$ cat src/rtl/je_sched_pkg.sv
// State encoding and default timing constants for the JPEG-encoder block read scheduler.
package je_sched_pkg;

  typedef enum logic [2:0] {
    S_IDLE,
    S_REQ,
    S_WAIT_RDY,
    S_BURST,
    S_GAP,
    S_DONE
  } sched_state_e;

  localparam int BLOCK_BYTES_DFLT    = 192;   // 3 planes x 8 x 8
  localparam int NUM_BLOCKS_DFLT     = 1200;  // 320x240 / 64
  localparam int REQ_CYCLES_DFLT     = 50;
  localparam int GAP_CYCLES_DFLT     = 16;
  localparam int TIMEOUT_CYCLES_DFLT = 4096;

endpackage

$ cat src/rtl/sched_down_counter.sv
// Loadable down-counter with zero flag; load wins over decrement and the count holds at zero.
module sched_down_counter #(
  parameter int W = 8
) (
  input  logic         clk,
  input  logic         reset_n,
  input  logic         load,
  input  logic [W-1:0] load_val,
  input  logic         dec,
  output logic         zero
);

  logic [W-1:0] cnt;

  always_ff @(posedge clk or negedge reset_n) begin
    if (!reset_n) begin
      cnt <= '0;
    end else if (load) begin
      cnt <= load_val;
    end else if (dec && !zero) begin
      cnt <= cnt - W'(1);
    end
  end

  assign zero = (cnt == '0);

endmodule

$ cat src/rtl/je_read_sched.sv
// Frame read scheduler: image request, then one byte-per-cycle burst per block with gaps between blocks.
// All outputs registered; `define JE_SCHED_TIMEOUT_EN adds a je_ready wait timeout that pulses err.
module je_read_sched
  import je_sched_pkg::*;
#(
  parameter int BLOCK_BYTES    = BLOCK_BYTES_DFLT,
  parameter int NUM_BLOCKS     = NUM_BLOCKS_DFLT,
  parameter int REQ_CYCLES     = REQ_CYCLES_DFLT,
  parameter int GAP_CYCLES     = GAP_CYCLES_DFLT,
  parameter int TIMEOUT_CYCLES = TIMEOUT_CYCLES_DFLT
) (
  input  logic        clk,
  input  logic        reset_n,
  input  logic        start,
  input  logic        abort,
  input  logic        je_ready,
  output logic        img_req,
  output logic        je_rd,
  output logic [10:0] blk_idx,
  output logic        busy,
  output logic        done,
  output logic        err
);

  // The shared 8-bit phase counter and 11-bit block index bound the legal ranges.
  if (BLOCK_BYTES < 1 || BLOCK_BYTES > 256 || REQ_CYCLES < 1 || REQ_CYCLES > 256 ||
      GAP_CYCLES < 1 || GAP_CYCLES > 256 || NUM_BLOCKS < 1 || NUM_BLOCKS > 2048 ||
      TIMEOUT_CYCLES < 1) begin : g_param_range
    $error("je_read_sched: parameter out of range");
  end

  sched_state_e state, state_nxt;
  logic [10:0]  blk_nxt;
  logic         blk_last;
  logic         cnt_zero;
  logic         cnt_load;
  logic         cnt_dec;
  logic [7:0]   cnt_val;
  logic         timeout;

  assign blk_last = (blk_idx == 11'(NUM_BLOCKS - 1));

  always_comb begin
    state_nxt = state;
    blk_nxt   = blk_idx;
    if (abort) begin
      state_nxt = S_IDLE;
      blk_nxt   = '0;
    end else begin
      unique case (state)
        S_IDLE:     if (start) state_nxt = S_REQ;
        S_REQ:      if (cnt_zero) state_nxt = S_WAIT_RDY;
        S_WAIT_RDY: begin
          if (je_ready) begin
            state_nxt = S_BURST;
          end else if (timeout) begin
            state_nxt = S_IDLE;
            blk_nxt   = '0;
          end
        end
        S_BURST: begin
          if (cnt_zero) begin
            if (blk_last) begin
              state_nxt = S_DONE;
              blk_nxt   = '0;
            end else begin
              state_nxt = S_GAP;
              blk_nxt   = blk_idx + 11'd1;
            end
          end
        end
        S_GAP:      if (cnt_zero) state_nxt = S_WAIT_RDY;
        S_DONE:     state_nxt = S_IDLE;
        default:    state_nxt = S_IDLE;
      endcase
    end
  end

  // Each timed phase reloads the counter with length-1 on entry and exits when it reads zero.
  always_comb begin
    cnt_load = 1'b0;
    cnt_val  = '0;
    if (state_nxt != state) begin
      unique case (state_nxt)
        S_REQ:   begin cnt_load = 1'b1; cnt_val = 8'(REQ_CYCLES - 1);  end
        S_BURST: begin cnt_load = 1'b1; cnt_val = 8'(BLOCK_BYTES - 1); end
        S_GAP:   begin cnt_load = 1'b1; cnt_val = 8'(GAP_CYCLES - 1);  end
        default: cnt_load = 1'b0;
      endcase
    end
  end

  assign cnt_dec = (state == S_REQ) || (state == S_BURST) || (state == S_GAP);

  sched_down_counter #(.W(8)) u_phase_cnt (
    .clk      (clk),
    .reset_n  (reset_n),
    .load     (cnt_load),
    .load_val (cnt_val),
    .dec      (cnt_dec),
    .zero     (cnt_zero)
  );

  always_ff @(posedge clk or negedge reset_n) begin
    if (!reset_n) begin
      state   <= S_IDLE;
      blk_idx <= '0;
      img_req <= 1'b0;
      je_rd   <= 1'b0;
      busy    <= 1'b0;
      done    <= 1'b0;
    end else begin
      state   <= state_nxt;
      blk_idx <= blk_nxt;
      img_req <= (state_nxt == S_REQ);
      je_rd   <= (state_nxt == S_BURST);
      busy    <= (state_nxt != S_IDLE);
      done    <= (state_nxt == S_DONE);
    end
  end

`ifdef JE_SCHED_TIMEOUT_EN
  localparam int TO_W = $clog2(TIMEOUT_CYCLES + 1);
  logic [TO_W-1:0] to_cnt;

  assign timeout = (state == S_WAIT_RDY) && (to_cnt == TO_W'(TIMEOUT_CYCLES - 1));

  // Restarts on every entry to WAIT_RDY, so each block gets the full wait budget.
  always_ff @(posedge clk or negedge reset_n) begin
    if (!reset_n) begin
      to_cnt <= '0;
      err    <= 1'b0;
    end else begin
      err <= timeout && !je_ready && !abort;
      if (state != S_WAIT_RDY) begin
        to_cnt <= '0;
      end else if (!timeout) begin
        to_cnt <= to_cnt + TO_W'(1);
      end
    end
  end
`else
  assign timeout = 1'b0;
  assign err     = 1'b0;
`endif

endmodule

$ cat config.mk
export PLATFORM = sky130hd
export DESIGN_NAME = je_read_sched
export DESIGN_NICKNAME = d
export VERILOG_FILES = /design/src/rtl/je_sched_pkg.sv /design/src/rtl/sched_down_counter.sv /design/src/rtl/je_read_sched.sv
export SDC_FILE = /design/constraint.sdc
export NUM_CORES = 1
export LEC_CHECK = 0
export CORE_AREA = 3 3 61 63
export CTS_CLUSTER_SIZE = 25
export DETAILED_ROUTE_END_ITERATION = 16
export DIE_AREA = 0 0 64 66
export GPL_TIMING_DRIVEN = 0
export PLACE_DENSITY = 0.77
export SLEW_MARGIN = 25
export SYNTH_ARGS = -nofsm -noshare
export SYNTH_HDL_FRONTEND = slang
export SYNTH_SLANG_ARGS = --single-unit
export TNS_END_PERCENT = 50
$ cat constraint.sdc
create_clock -name clk -period 1.8 [get_ports clk]
set_clock_uncertainty 0.15 [all_clocks]
set_input_delay 0.54 -clock clk [delete_from_list [all_inputs] [get_ports clk]]
set_output_delay 0.54 -clock clk [all_outputs]
set_load 0.03 [all_outputs]
* After elaboration in Yosys (flattened, before gate mapping)
Index checks and enable logic that the tools add are counted.
** Word-level totals
- Register bits :: 26
- Output and inout bits :: 16
** Operators by class
- $add $sub $neg :: 2
- Equal/unequal tests :: 10
- Muxes and demuxes :: 17
- Reduce and logical (&&, ||, !) cells :: 13
** Operator list (count)
- $mux 11 :: 4
- $mux 8 :: 3
- $pmux 8 s3 :: 1
- $mux 3 :: 5
- $pmux 3 s4 :: 1
- $add 11x1->11 const B :: 1
- $eq 11x11->1 const B :: 1
- $eq 3x2->1 const B :: 3
- $eq 3x3->1 const B :: 3
- $logic_not 8->1 :: 1
- $sub 8x1->8 const B :: 1
- $eq 3x1->1 const B :: 2
- $reduce_bool 2->1 :: 3
- $logic_not 3->1 :: 1
- $mux 1 :: 3
- $ne 3x3->1 :: 1
- $reduce_bool 3->1 :: 1
- $reduce_or 3->1 :: 1
- $logic_or 1x1->1 :: 2
- $reduce_and 2->1 :: 1
- $reduce_or 2->1 :: 1
- $logic_and 1x1->1 :: 1
- $logic_not 1->1 :: 1

* Longest topological paths before layout
- Word-level depth :: 10
- Depth in mapped cells :: 8
- Mapped depth without buffers :: 7

* Hierarchy
Synthesis repeated with hierarchy kept, for this count alone.
** Second synthesis, totals
- Cell total of the unflattened synthesis :: 166
- Area, all modules :: 1600.3 sq um
** Modules (own cells, without submodules)
- je_read_sched :: instances 1, cells each 108, area an instance 1072.3 sq um
- sched_down_counter :: instances 1, cells each 58, area an instance 528.0 sq um

* Least setup slack after synthesis
Ideal clock, no wire load.
- Path type :: reg2reg
- Start :: register blk_idx[0]
- End :: register u_phase_cnt.cnt[4]
- Library setup time :: 0.087 ns
- Arrival :: 1.905 ns
- Required time :: 1.563 ns
- Slack :: -0.342 ns
- Stages on the path, launching flop included :: 7
- Path buffers :: 0
- Cells stage by stage :: dfrtp_1 ha_1 and4_2 nand4_1 and3_2 o311a_1 a211oi_2
** Between the ends
- Longest elaborated chain between the ends :: 10
- Elaborated cells on any way between the ends :: 16
- Those cells by class :: eq/ne (5); mux (9); reduce/logical (2)
** Ends and longest elaborated chain
- start, declared :: RTL line je_read_sched.sv:19 : output logic [10:0] blk_idx,
- start signal, assigned :: RTL line je_read_sched.sv:114 : blk_idx <= blk_nxt;
- $eq 11x11->1 * :: RTL line je_read_sched.sv:41 : assign blk_last = (blk_idx == 11'(NUM_BLOCKS - 1));
- $mux 1 * :: RTL line je_read_sched.sv:63 : if (blk_last) begin
- $mux 3 * :: RTL line je_read_sched.sv:62 : if (cnt_zero) begin
- $pmux 3 s4 * :: RTL line je_read_sched.sv:50 : unique case (state)
- $mux 3 * :: RTL line je_read_sched.sv:46 : if (abort) begin
- $eq 3x1->1, or another cell as far along :: RTL line je_read_sched.sv:84 : unique case (state_nxt)
- $reduce_or 3->1 (no line)
- $mux 1 :: RTL line je_read_sched.sv:84
- $mux 1 :: RTL line je_read_sched.sv:83 : if (state_nxt != state) begin
- $mux 8 or $reduce_bool 2->1 (tied branches)
- end signal, assigned :: RTL line sched_down_counter.sv:19 : cnt <= load_val;
- end signal, assigned :: RTL line sched_down_counter.sv:21 : cnt <= cnt - W'(1);
- end, declared :: RTL line sched_down_counter.sv:13 : logic [W-1:0] cnt;
Every way passes the cells marked *; elsewhere a longest branch is shown, timed or not.
A chain may end at the register's enable or synchronous reset.

* Worst setup path in the final report
- Start :: register u_phase_cnt.cnt[1]
- End :: register blk_idx[9]
** Between the ends
- Longest elaborated chain between the ends :: 3
** Ends and longest elaborated chain
- $logic_not 8->1 :: RTL line sched_down_counter.sv:25 : assign zero = (cnt == '0);
- $reduce_bool 2->1 (no line)
- $reduce_and 2->1 (no line)
No other way between the ends.

==> run_results.csv <==
group,metric,value,unit
outcome,status,"finished with violations",
outcome,violations,"setup timing",
synth,synth_nets,182,
cells_and_area,final_cell_mix,"nor2_1, buf_4, dfrtp_1",
place,placedCellCount,238,
cts,clockBufferDepth,2,
synth,ys_seq_area_share,41.0,%
die,die_w,64,um
detailed_routing,detail_route.wl_per_cell,15.3,um
cts,cts_tree,"done",
timing,relSlewSlack,61.2,%
timing,worst_hold_slack,40.6,ps
cts,path_clk_slew,150,ps
power_and_ir_drop,ir_worst_vdd,0.000505,V
synth,ys_warn_count,0,
cells_and_area,layout-drive-gt1-share,41.8,%
die,rows,21,
cts,clock_latency,320,ps
timing,hold_violations,0,
synth,async_reset_ff_share,100,%
die,die_height,66,um
critical_path,critPathMaxFanout,8,
detailed_routing,drtAntennaViolNets,0,
cts,cts_root_buffer,"clkbuf_4",
synth,synthCells,174,
detailed_routing,drc,0,
critical_path,start_kind,"register",
timing,setup_slack,-248,ps
global_route,grt_max_degree,27,
cts,htree_levels,1,
detailed_routing,drt_iter0_markers,129,
detailed_routing,drt-total-wl,4.08,mm
global_route,grt_pass1_vias,1406,
synth,synth_cell_types,50,
die,pin_count,21,
cts,cts_inserted_buffers,3,
timing,tightest_slew,581,ps
synth,ys_ff_latch,26,
critical_path,critical_path_class,"register to register",
critical_path,cp.arrival,2140,ps
synth,netlist_area,1590,um^2
timing,setup_viol,26,
cells_and_area,syn_to_final_growth,40.4,%
global_route,track_usage,19.3,%
detailed_routing,drt_first_pass_iters,4,
place,io_buffers,18,
cts,cts.sinks,26,
global_route,gr-total-overflow,0,
cells_and_area,fin_cells,266,
cells_and_area,antenna_cells,0,
timing,drv_slew,0,
worst_hold_path,hold_path_class,"primary input to async pin",
critical_path,crit_required,1890,ps
detailed_routing,vias,1501,
synth,yosys-top-cells-area,"dfrtp_1, nor2_1, o21ai_0",
synth,synth_edf_count,0,
die,die_area,4220,um^2
detailed_routing,viasPerCell,5.64,
place,gp_congestion,0.912,
timing,period_share,114,%
synth,yosys.area.top_type,"dfrtp_1",
power_and_ir_drop,p_leak,0.000958,uW
power_and_ir_drop,cellPowerDensity,811,nW/um^2
die,core-area,3280,um^2
timing,fmax,488,MHz
die,initial_core_util,48.3,%
cells_and_area,final_nets,229,
synth,ys.flop_type,"dfrtp_1",
synth,syn_area_per_cell,9.12,um^2
global_route,antenna_found_initial,0,
timing,rsz0062_at_grt,"yes",
flow_run,maxCapViolCount,0,
global_route,grt_pass1_wl,6.53,mm
timing,min_period,2050,ps
synth,yosysTopAreaCellShare,41.0,%
place,dpl.hpwl,2.64,mm
critical_path,end_kind,"register",
## metal layers
| metal | vias up | track usage, % | part of all wire [%] |
|---|---|---|---|
| met2 | 38 | 35.1 | 54 |
| met3 | 6 | 2.04 | 3.0 |
| li1 | 712 | - | - |
| met5 | - | 0 | 0 |
| met4 | 0 | 5.12 | 1.2 |
| met1 | 745 | 24.0 | 42 |
## power breakdown
| part | internal [uW] | switching [uW] |
|---|---|---|
| clock | 86.7 | 177 |
| sequential | 668 | 118 |
| combinational | 378 | 379 |
| total | 1130 | 674 |
## registers in the layout, summed over array words and instances, names as in the netlist
name / flops
blk_idx: 11
busy: 1
done: 1
img_req: 1
je_rd: 1
state: 3
u_phase_cnt.cnt: 8
## Yosys cell counts (2+ instances only)
library cell,instances
a21oi_1,5
o311a_1,3
xnor2_1,4
nor3_1,4
xor2_1,2
nand3_1,9
buf_2,2
o31ai_1,4
nand2_1,17
nor2_1,24
inv_1,6
and3_2,2
dfrtp_1,26
o21ai_0,13
and2_1,5
nand4_1,3
a41oi_1,2
and3_1,5
ha_1,3
nor2b_1,3
a211oi_1,2
buf_6,2
## worst max-delay path: stages, from the launching register on
cell and delay (ps):
dfrtp_1 430, inv_2 80, ha_4 130, nor3b_4 270
nand4_1 230, or2_1 300, buf_6 140, o31ai_1 220
## final cells by class
type,instances,area [um^2]
fill,250,1060
multi-input combinational,136,1040
sequential,26,659
timing repair buffer,42,358
buffer,6,60.1
tap,46,57.6
clock buffer,4,26.3
inverter,6,22.5
## worst paths after layout
path / end / from / slack [ps] / depth (start not counted)
setup / recovery: blk_idx[9]$_DFFE_PN0P_ / u_phase_cnt.cnt[1]$_DFFE_PN0P_ / -250 / 7
hold / removal: blk_idx[9]$_DFFE_PN0P_ / reset_n / 40 / 1
setup reg to reg: blk_idx[9]$_DFFE_PN0P_ / u_phase_cnt.cnt[1]$_DFFE_PN0P_ / -250 / 7
hold reg to reg: blk_idx[9]$_DFFE_PN0P_ / blk_idx[9]$_DFFE_PN0P_ / 440 / 1
max in group asynchronous: blk_idx[1]$_DFFE_PN0P_ / reset_n / 1050 / 1
min in group clk: blk_idx[5]$_DFFE_PN0P_ / abort / 270 / 2
## what timing repair did
item / 4_1_cts / 5_1_grt
resized for setup: 67 / 22
hold buffers: 0 / 0
endpoints found under the setup margin: 39 / 33
pin swaps: 14 / 6
cloned: 0 / 0
buffers inserted: 15 / 9
## cell families after synthesis
logic type	Yosys count	share of synthesized area (%)
other	1	0.236
AOI/OAI and AO/OA	38	17.1
DFF	26	41.0
adders and majority gates	3	2.37
muxes	2	1.34
xor gates and xnor gates	6	3.31
buffers and inverters	12	4.81
and+or+nand+nor	86	29.8
## per-stage QoR
| stage | setup TNS (ps) | worst slack [ps] | util (%) | power [uW] | instance area, um^2 |
|---|---|---|---|---|---|
| floorplan | -513 | -83.6 | - | 1140 | 1640 |
| global placement | -13810 | -479 | 57.1 | 1250 | 1880 |
| detailed placement | -7090 | -502 | 57.0 | 1290 | 1870 |
| CTS | -2710 | -208 | 64.2 | 1720 | 2110 |
| global route | -6040 | -361 | 67.8 | 1930 | 2230 |
| finish | -3060 | -248 | 67.8 | 1810 | 2230 |
(Power assumes the default switching activity.)
